### config.mk
export PLATFORM = sky130hd
export DESIGN_NAME = uart_tx_fifo_param
export DESIGN_NICKNAME = d
export VERILOG_FILES = /design/src/rtl/uart_tx_fifo_param.sv
export SDC_FILE = /design/constraint.sdc
export NUM_CORES = 1
export LEC_CHECK = 0
export CAP_MARGIN = 25
export CORE_AREA = 10 10 118 120
export DETAILED_ROUTE_END_ITERATION = 16
export DIE_AREA = 0 0 128 130
export PLACE_DENSITY = 0.64
export SYNTH_ARGS = -nofsm -noshare
export SYNTH_HDL_FRONTEND = slang
export SYNTH_SLANG_ARGS = --single-unit
### constraint.sdc
create_clock -name CLK -period 3.9 [get_ports CLK]
set_clock_uncertainty 0.05 [all_clocks]
set_input_delay 0.78 -clock CLK [delete_from_list [all_inputs] [get_ports CLK]]
set_output_delay 0.78 -clock CLK [all_outputs]
set_load 0.005 [all_outputs]
### src/rtl/uart_tx_fifo_param.sv
// UART transmitter fed by a small word FIFO: start, LSB-first data, optional parity,
// one or two stop bits, frames sent back-to-back while words are queued.
module uart_tx_fifo_param #(
  parameter int unsigned DATA_WIDTH = 8,
  parameter int unsigned PRESCALE_W = 16,
  parameter int unsigned FIFO_DEPTH = 4
) (
  input  logic                          CLK,
  input  logic                          RST,
  input  logic [DATA_WIDTH-1:0]         P_DATA,
  input  logic                          DATA_VALID,
  output logic                          DATA_READY,
  input  logic [PRESCALE_W-1:0]         PRESCALE,
  input  logic                          PAR_ENABLE,
  input  logic                          PAR_TYP,
  input  logic                          STOP2,
  output logic                          TX_OUT,
  output logic                          BUSY,
  output logic [$clog2(FIFO_DEPTH):0]   FIFO_COUNT
);

  localparam int unsigned AW = $clog2(FIFO_DEPTH);
  localparam int unsigned CW = AW + 1;
  localparam int unsigned BW = $clog2(DATA_WIDTH);

  typedef enum logic [2:0] {
    IDLE   = 3'd0,
    START  = 3'd1,
    DATA   = 3'd2,
    PARITY = 3'd3,
    STOP   = 3'd4
  } state_t;

  state_t                state_q, state_d;
  logic [DATA_WIDTH-1:0] mem [FIFO_DEPTH];
  logic [AW-1:0]         wr_ptr_q, rd_ptr_q;
  logic [CW-1:0]         count_q;
  logic [DATA_WIDTH-1:0] shreg_q;
  logic                  par_q, par_en_q, stop2_q;
  logic [PRESCALE_W-1:0] pm1_q, pm1_in, cyc_q;
  logic [BW-1:0]         bit_q;
  logic                  tx_q, busy_q, tx_d;
  logic                  push, pop, bit_end;

  assign DATA_READY = (count_q != CW'(FIFO_DEPTH));
  assign push       = DATA_VALID & DATA_READY;
  assign bit_end    = (cyc_q == '0);
  // A zero bit period behaves as one cycle per bit
  assign pm1_in     = (PRESCALE == '0) ? '0 : PRESCALE - PRESCALE_W'(1);

  assign TX_OUT     = tx_q;
  assign BUSY       = busy_q;
  assign FIFO_COUNT = count_q;

  always_ff @(posedge CLK) begin
    if (RST) state_q <= IDLE;
    else     state_q <= state_d;
  end

  // Next state, FIFO pop strobe and the line level for the current state
  always_comb begin
    state_d = state_q;
    pop     = 1'b0;
    tx_d    = 1'b1;
    unique case (state_q)
      IDLE: begin
        if (count_q != '0) begin
          pop     = 1'b1;
          state_d = START;
        end
      end
      START: begin
        tx_d = 1'b0;
        if (bit_end) state_d = DATA;
      end
      DATA: begin
        tx_d = shreg_q[0];
        if (bit_end && bit_q == BW'(DATA_WIDTH - 1))
          state_d = par_en_q ? PARITY : STOP;
      end
      PARITY: begin
        tx_d = par_q;
        if (bit_end) state_d = STOP;
      end
      STOP: begin
        if (bit_end && bit_q == BW'(stop2_q)) begin
          if (count_q != '0) begin
            pop     = 1'b1;
            state_d = START;
          end else begin
            state_d = IDLE;
          end
        end
      end
      default: state_d = IDLE;
    endcase
  end

  always_ff @(posedge CLK) begin
    if (push) mem[wr_ptr_q] <= P_DATA;
  end

  // FIFO pointers/occupancy, frame config latch, bit timing and registered line outputs
  always_ff @(posedge CLK) begin
    if (RST) begin
      wr_ptr_q <= '0;
      rd_ptr_q <= '0;
      count_q  <= '0;
      shreg_q  <= '0;
      par_q    <= 1'b0;
      par_en_q <= 1'b0;
      stop2_q  <= 1'b0;
      pm1_q    <= '0;
      cyc_q    <= '0;
      bit_q    <= '0;
      tx_q     <= 1'b1;
      busy_q   <= 1'b0;
    end else begin
      if (push) wr_ptr_q <= wr_ptr_q + AW'(1);
      if (pop)  rd_ptr_q <= rd_ptr_q + AW'(1);
      unique case ({push, pop})
        2'b10:   count_q <= count_q + CW'(1);
        2'b01:   count_q <= count_q - CW'(1);
        default: count_q <= count_q;
      endcase

      if (pop) begin
        shreg_q  <= mem[rd_ptr_q];
        par_q    <= (^mem[rd_ptr_q]) ^ PAR_TYP;
        par_en_q <= PAR_ENABLE;
        stop2_q  <= STOP2;
        pm1_q    <= pm1_in;
        cyc_q    <= pm1_in;
      end else begin
        if (state_q == DATA && bit_end) shreg_q <= shreg_q >> 1;
        if (state_q != IDLE) cyc_q <= bit_end ? pm1_q : cyc_q - PRESCALE_W'(1);
      end

      if (state_d != state_q)
        bit_q <= '0;
      else if (bit_end && (state_q == DATA || state_q == STOP))
        bit_q <= bit_q + BW'(1);

      tx_q   <= tx_d;
      busy_q <= (state_q != IDLE);
    end
  end

endmodule
==> results of run 1 <==
-- worst max path at each step --
stage	startpoint	endpoint	slack, ns
floorplan	cyc_q[2]$_SDFFE_PP0P_	FIFO_COUNT[2]$_SDFFE_PP0P_	0.76
global placement	PRESCALE[0]	cyc_q[10]$_SDFFE_PP0P_	0.34
detailed placement	PRESCALE[0]	cyc_q[10]$_SDFFE_PP0P_	0.26
CTS	PRESCALE[0]	cyc_q[9]$_SDFFE_PP0P_	0.64
global route	PRESCALE[0]	cyc_q[10]$_SDFFE_PP0P_	0.50
finish	PRESCALE[0]	cyc_q[9]$_SDFFE_PP0P_	0.66
-- through the flow --
stage                     utilization (%)  hold slack [ns]  power, mW  std cells
after detailed placement            42.44           0.3957      3.311        607
after floorplan                         -           0.3819      2.865        448
final                               45.34           0.4023      4.226        624
after global routing                45.34           0.4200      4.560        624
after CTS                           45.17           0.4056      4.262        623
after global placement              42.44           0.3908      3.258        607
-- logic make-up (layout without fill, tap and decap cells) --
family,Yosys count,count (layout),synth area share (%)
AOI/OAI and AO/OA,89,89,13.97
adders and majority gates,10,10,2.932
muxes,14,14,5.311
DFF,92,92,47.80
buffers and inverters,42,71,3.734
and+or+nand+nor,163,163,18.59
xor gates and xnor gates,38,38,7.662
-- cells in the final DEF (no fill, tap or decap), drive strengths merged, types with 2 or more instances in the layout --
master,synthesis,routed
or2,2,2
clkdlybuf4s50,0,34
a2bb2oi,6,6
o21ai,6,6
mux4,8,8
o31ai,6,6
nand2,42,42
inv,15,20
or4,5,5
a21o,2,2
o211ai,7,7
nand3,17,17
a22oi,8,8
dfxtp,60,60
a211oi,2,2
nand2b,3,3
buf,6,6
nand3b,2,2
edfxtp,32,32
mux2i,6,6
xnor2,21,21
nor4,3,3
nor2,48,48
ha,9,9
a21oi,28,28
a311oi,10,10
o221ai,2,2
o31a,3,3
and3,6,6
xor2,16,16
or3,13,13
nor3,17,17
o221a,3,3
clkbuf,21,9
-- sequential cells by signal (all words and copies together), names as in the netlist, 3 cells and up, named ones only --
| signal | count |
|---|---|
| cyc_q | 16 |
| state_q | 3 |
| mem | 32 |
| FIFO_COUNT | 3 |
| shreg_q | 8 |
| pm1_q | 16 |
| bit_q | 3 |
-- power by group --
part / internal (mW) / total [mW] / switching (mW)
clock: 0.519 / 0.933 / 0.415
sequential: 1.23 / 1.45 / 0.213
combinational: 0.811 / 1.85 / 1.04
-- cell type report --
| class | instances | area share [%] |
|---|---|---|
| Clock inverter | 7 | 1.791 |
| Multi-Input combinational cell | 314 | 41.28 |
| Clock buffer | 9 | 4.241 |
| Tap cell | 147 | 3.464 |
| Inverter | 15 | 1.060 |
| Sequential cell | 92 | 40.72 |
| Timing Repair Buffer | 40 | 7.446 |
-- metal layers --
metal  track usage, %  vias to the layer above  routed length, um
met5                0                        -                  0
met4            4.305                        0                106
met1            15.70                     1644               4665
li1                 -                     1678                  -
met2            20.11                       60               4816
met3            3.570                        8                473
-- worst max-delay path, cell delays in order --
cell	delay [ns]
clkdlybuf4s50_1	0.43
inv_1	0.09
ha_1	0.18
or3b_1	0.41
or4_1	0.55
nor3_1	0.32
or3_1	0.35
o221a_1	0.26
nor3_2	0.05
==> results.json, run 1 <==
{
  "cts_hold_buf": 0,
  "post-cts-setup-buffers": 0,
  "synthTopCellsByArea": "dfxtp_1 27%, edfxtp_1 21%, xnor2_1 4.1%",
  "rsz0062_at_grt": "false",
  "area_growth_syn_to_layout_pct": 17.40,
  "drc": 0,
  "reg2reg_slack_ns": 0.78,
  "wl_mm": 10.06,
  "ys_types": 53,
  "tightestPinTransition_ns": 0.7772,
  "synth_top_area_share_pct": 26.56,
  "cts_tree": "done",
  "viasPerCell": 5.433,
  "place_worst_setup_slack_ns": 0.2636,
  "cellLeakagePower_nw": 1.896,
  "tns_ns": 0,
  "arrival_ns": 3.41,
  "path_clk_slew_ns": 0.07,
  "cts_resized": 0,
  "required_ns": 4.07,
  "ys_ff_latch": 92,
  "cts_buffers": 9,
  "rr_startpoint": "cyc_q[2]$_SDFFE_PP0P_",
  "core_area_sq_um": 11710,
  "cp-start-kind": "input port",
  "grt.overflow.total": 0,
  "relSlewSlack_pct": 47.79,
  "yosys.area.top_type": "dfxtp_1",
  "synth_flop_cell": "dfxtp_1",
  "powerDensity_nw_per_um2": 795.9,
  "fillers": 1113,
  "synthMostInstantiatedCell": "dfxtp_1",
  "postSynthCellCount": 448,
  "placementRows": 40,
  "status": "complete, no violations",
  "setup_slack_ns": 0.6621,
  "antenna_cells": 0,
  "path_class": "input port to flip-flop",
  "ant_nets": 0,
  "worst_ir_drop_vdd_mv": 0.3498,
  "finalCritPeriodShare_pct": 83.02,
  "antenna_found_initial": 0,
  "grt_pass1_vias": 3418,
  "io_buffers": 35,
  "final-hold-violation-count": 0,
  "clkLatencyLatePin_ns": 0.35,
  "hold_end": "par_q$_SDFFE_PP0P_",
  "cts-root-buf": "clkbuf_16",
  "clock_sinks": 92,
  "yosysWarnings": 0,
  "mappedNetlistArea_sq_um": 4523,
  "design.die.area_sq_um": 16640,
  "vias": 3390,
  "cap_viol_max_count": 0,
  "synth-edff-count": 32,
  "multi_input_area_sq_um": 2192,
  "grt_max_degree": 58,
  "setup_viol_count_final": 0,
  "grt_pass1_wl_mm": 16.84,
  "hp-start": "par_q$_SDFFE_PP0P_",
  "worst_r2r_path_depth": 11,
  "ff_latch_area_sq_um": 2162,
  "stdcell_area_sq_um": 5310,
  "yosys-top-cells-count": "60 x dfxtp_1, 48 x nor2_1, 42 x nand2_1",
  "drt_iter0_drc": 190,
  "io_pins": 36,
  "htree_levels": 3,
  "synthArstFlopShare_pct": 0,
  "syn_avg_cell_area_sq_um": 10.10,
  "reg2reg_to": "FIFO_COUNT[2]$_SDFFE_PP0P_",
  "wl_per_cell_um": 16.12,
  "grt_util_all_layers_pct": 12.49,
  "critPathMaxFanout": 9,
  "drive_gt1_share_pct": 8.805,
  "slew_viol_final": 0,
  "end_kind": "flip-flop",
  "hpwl_mm": 6.979,
  "die_h_um": 130,
  "whs_path_depth": 2,
  "max_freq_mhz": 308.8,
  "nNetsFinal": 512,
  "gp_congestion": 0.7926,
  "detailedRoute.firstPassIterationCount": 4,
  "yosysSeqAreaShare_pct": 47.80,
  "dpl-instance-area_sq_um": 4970,
  "clock_path_buffers": 2,
  "fp.dieW_um": 128,
  "initial_core_util_pct": 38.62,
  "syn_nets": 488,
  "fin_crit_ns": 3.238,
  "min_path_type": "flip-flop to flip-flop"
}
(Power assumes the default switching activity.)
==> inputs of run 2 (changes only) <==
==> constraint.sdc (replaced) <==
create_clock -name CLK -period 3.2 [get_ports CLK]
set_clock_uncertainty 0.05 [all_clocks]
set_input_delay 0.64 -clock CLK [delete_from_list [all_inputs] [get_ports CLK]]
set_output_delay 0.64 -clock CLK [all_outputs]
set_load 0.005 [all_outputs]
==> run 2 against run 1 <==
Sequential cell count stayed put. Final cell count is 2.6% higher. Die area did not move. Total power is 23% higher. Hold slack improved by 0.0017 ns. Utilization grew 0.91 points. Via count increased by 2.9%. Clock power increased by 16%. Largest cell class unchanged. Cell area grew 2.0%.
==> results.json, run 2 (synthesis results as in run 1) <==
{
  "slew_viol_final": 0,
  "cts_resized": 0,
  "powerDensity_nw_per_um2": 962.3,
  "min_path_type": "flip-flop to flip-flop",
  "grt_max_degree": 36,
  "clock_path_buffers": 2,
  "dpl-instance-area_sq_um": 5110,
  "ant_nets": 0,
  "cap_viol_max_count": 0,
  "clkLatencyLatePin_ns": 0.35,
  "drive_gt1_share_pct": 11.76,
  "setup_viol_count_final": 0,
  "finalCritPeriodShare_pct": 95.97,
  "critPathMaxFanout": 5,
  "initial_core_util_pct": 38.62,
  "antenna_cells": 0,
  "io_buffers": 35,
  "relSlewSlack_pct": 51.03,
  "clock_sinks": 92,
  "area_growth_syn_to_layout_pct": 19.75,
  "path_clk_slew_ns": 0.07,
  "final-hold-violation-count": 0,
  "required_ns": 3.43,
  "fp.dieW_um": 128,
  "tns_ns": 0,
  "core_area_sq_um": 11710,
  "gp_congestion": 0.8128,
  "end_kind": "flip-flop",
  "layout.cells.most_common": "dfxtp_1",
  "top_register": "mem",
  "wl_mm": 10.30,
  "detailedRoute.firstPassIterationCount": 4,
  "wl_per_cell_um": 16.10,
  "largest_registers": "mem (32), cyc_q (16), pm1_q (16)",
  "drc": 0,
  "largest_register_ffs": 32,
  "io_pins": 36,
  "path_class": "input port to flip-flop",
  "cellLeakagePower_nw": 1.963,
  "design.die.area_sq_um": 16640,
  "nNetsFinal": 528,
  "worst_r2r_path_depth": 11,
  "cts-root-buf": "clkbuf_16",
  "rr_startpoint": "cyc_q[6]$_SDFFE_PP0P_",
  "fin_crit_ns": 3.071,
  "power.total_mw": 5.212,
  "rsz0062_at_grt": "false",
  "tightestPinTransition_ns": 0.7306,
  "cts_hold_buf": 0,
  "placementRows": 40,
  "cts_buffers": 9,
  "stdcell_area_sq_um": 5416,
  "grt_pass1_vias": 3480,
  "hp-start": "par_q$_SDFFE_PP0P_",
  "grt_util_all_layers_pct": 12.45,
  "viasPerCell": 5.448,
  "grt.overflow.total": 0,
  "grtUsageMet2_pct": 19.93,
  "hpwl_mm": 7.187,
  "grt_pass1_wl_mm": 16.93,
  "worst_ir_drop_vdd_mv": 0.4507,
  "drt_iter0_drc": 232,
  "whs_path_depth": 2,
  "cts_tree": "done",
  "crit_start": "PRESCALE[0]",
  "reg2reg_slack_ns": 0.26,
  "busiest_layer": "met2",
  "final_cell_mix": "60 x dfxtp_1, 48 x nor2_1, 42 x nand2_1",
  "max_freq_mhz": 325.6,
  "use_met1_pct": 16.22,
  "die_h_um": 130,
  "status": "complete, no violations",
  "vias": 3487,
  "antenna_found_initial": 0,
  "post-cts-setup-buffers": 0,
  "htree_levels": 3,
  "grt_use_met3_pct": 2.677,
  "cp-start-kind": "input port",
  "arrival_ns": 3.30
}
-- run 2: final cells by class --
class	instances	area (sq um)
fillers	1129	6295
multi-input cells	314	2192
flip-flops and latches	92	2162
repair buffers	56	515.5
clock buffers	9	225.2
well taps	147	183.9
clock inverters	7	81.33
inverters	15	56.30
-- run 2: metrics by stage --
stage / setup slack, ns / std cells / utilization (%) / hold slack, ns
2_1_floorplan: 0.05821 / 448 / - / 0.3819
3_3_place_gp: -0.1206 / 624 / 43.63 / 0.3903
3_5_place_dp: -0.2105 / 624 / 43.63 / 0.3972
4_1_cts: 0.1397 / 640 / 46.25 / 0.4073
5_1_grt: 0.03549 / 640 / 46.25 / 0.4314
6_report: 0.1289 / 640 / 46.25 / 0.4040
-- run 2: path summary, 6_finish.rpt --
| path | to |
|---|---|
| min | par_q$_SDFFE_PP0P_ |
| max | cyc_q[10]$_SDFFE_PP0P_ |
| min reg2reg | par_q$_SDFFE_PP0P_ |
| max reg2reg | FIFO_COUNT[2]$_SDFFE_PP0P_ |
-- run 2: layer usage --
layer,part of all wire (%),vias up
met1,48,1698
met5,0,-
li1,-,1708
met2,47,63
met4,1.7,0
met3,4.0,18
-- run 2: critical path, cell delays in order --
cell and delay [ns]:
clkdlybuf4s50_1 0.44, inv_1 0.10, ha_1 0.16, or3b_1 0.37, or4_1 0.56, or4_1 0.46, xor2_1 0.17, o221a_1 0.25
nor3_2 0.15
-- run 2: report_power, final --
group / internal (mW) / switching, mW
clock network: 0.559 / 0.526
registers: 1.50 / 0.262
logic: 1.07 / 1.29
total: 3.13 / 2.08
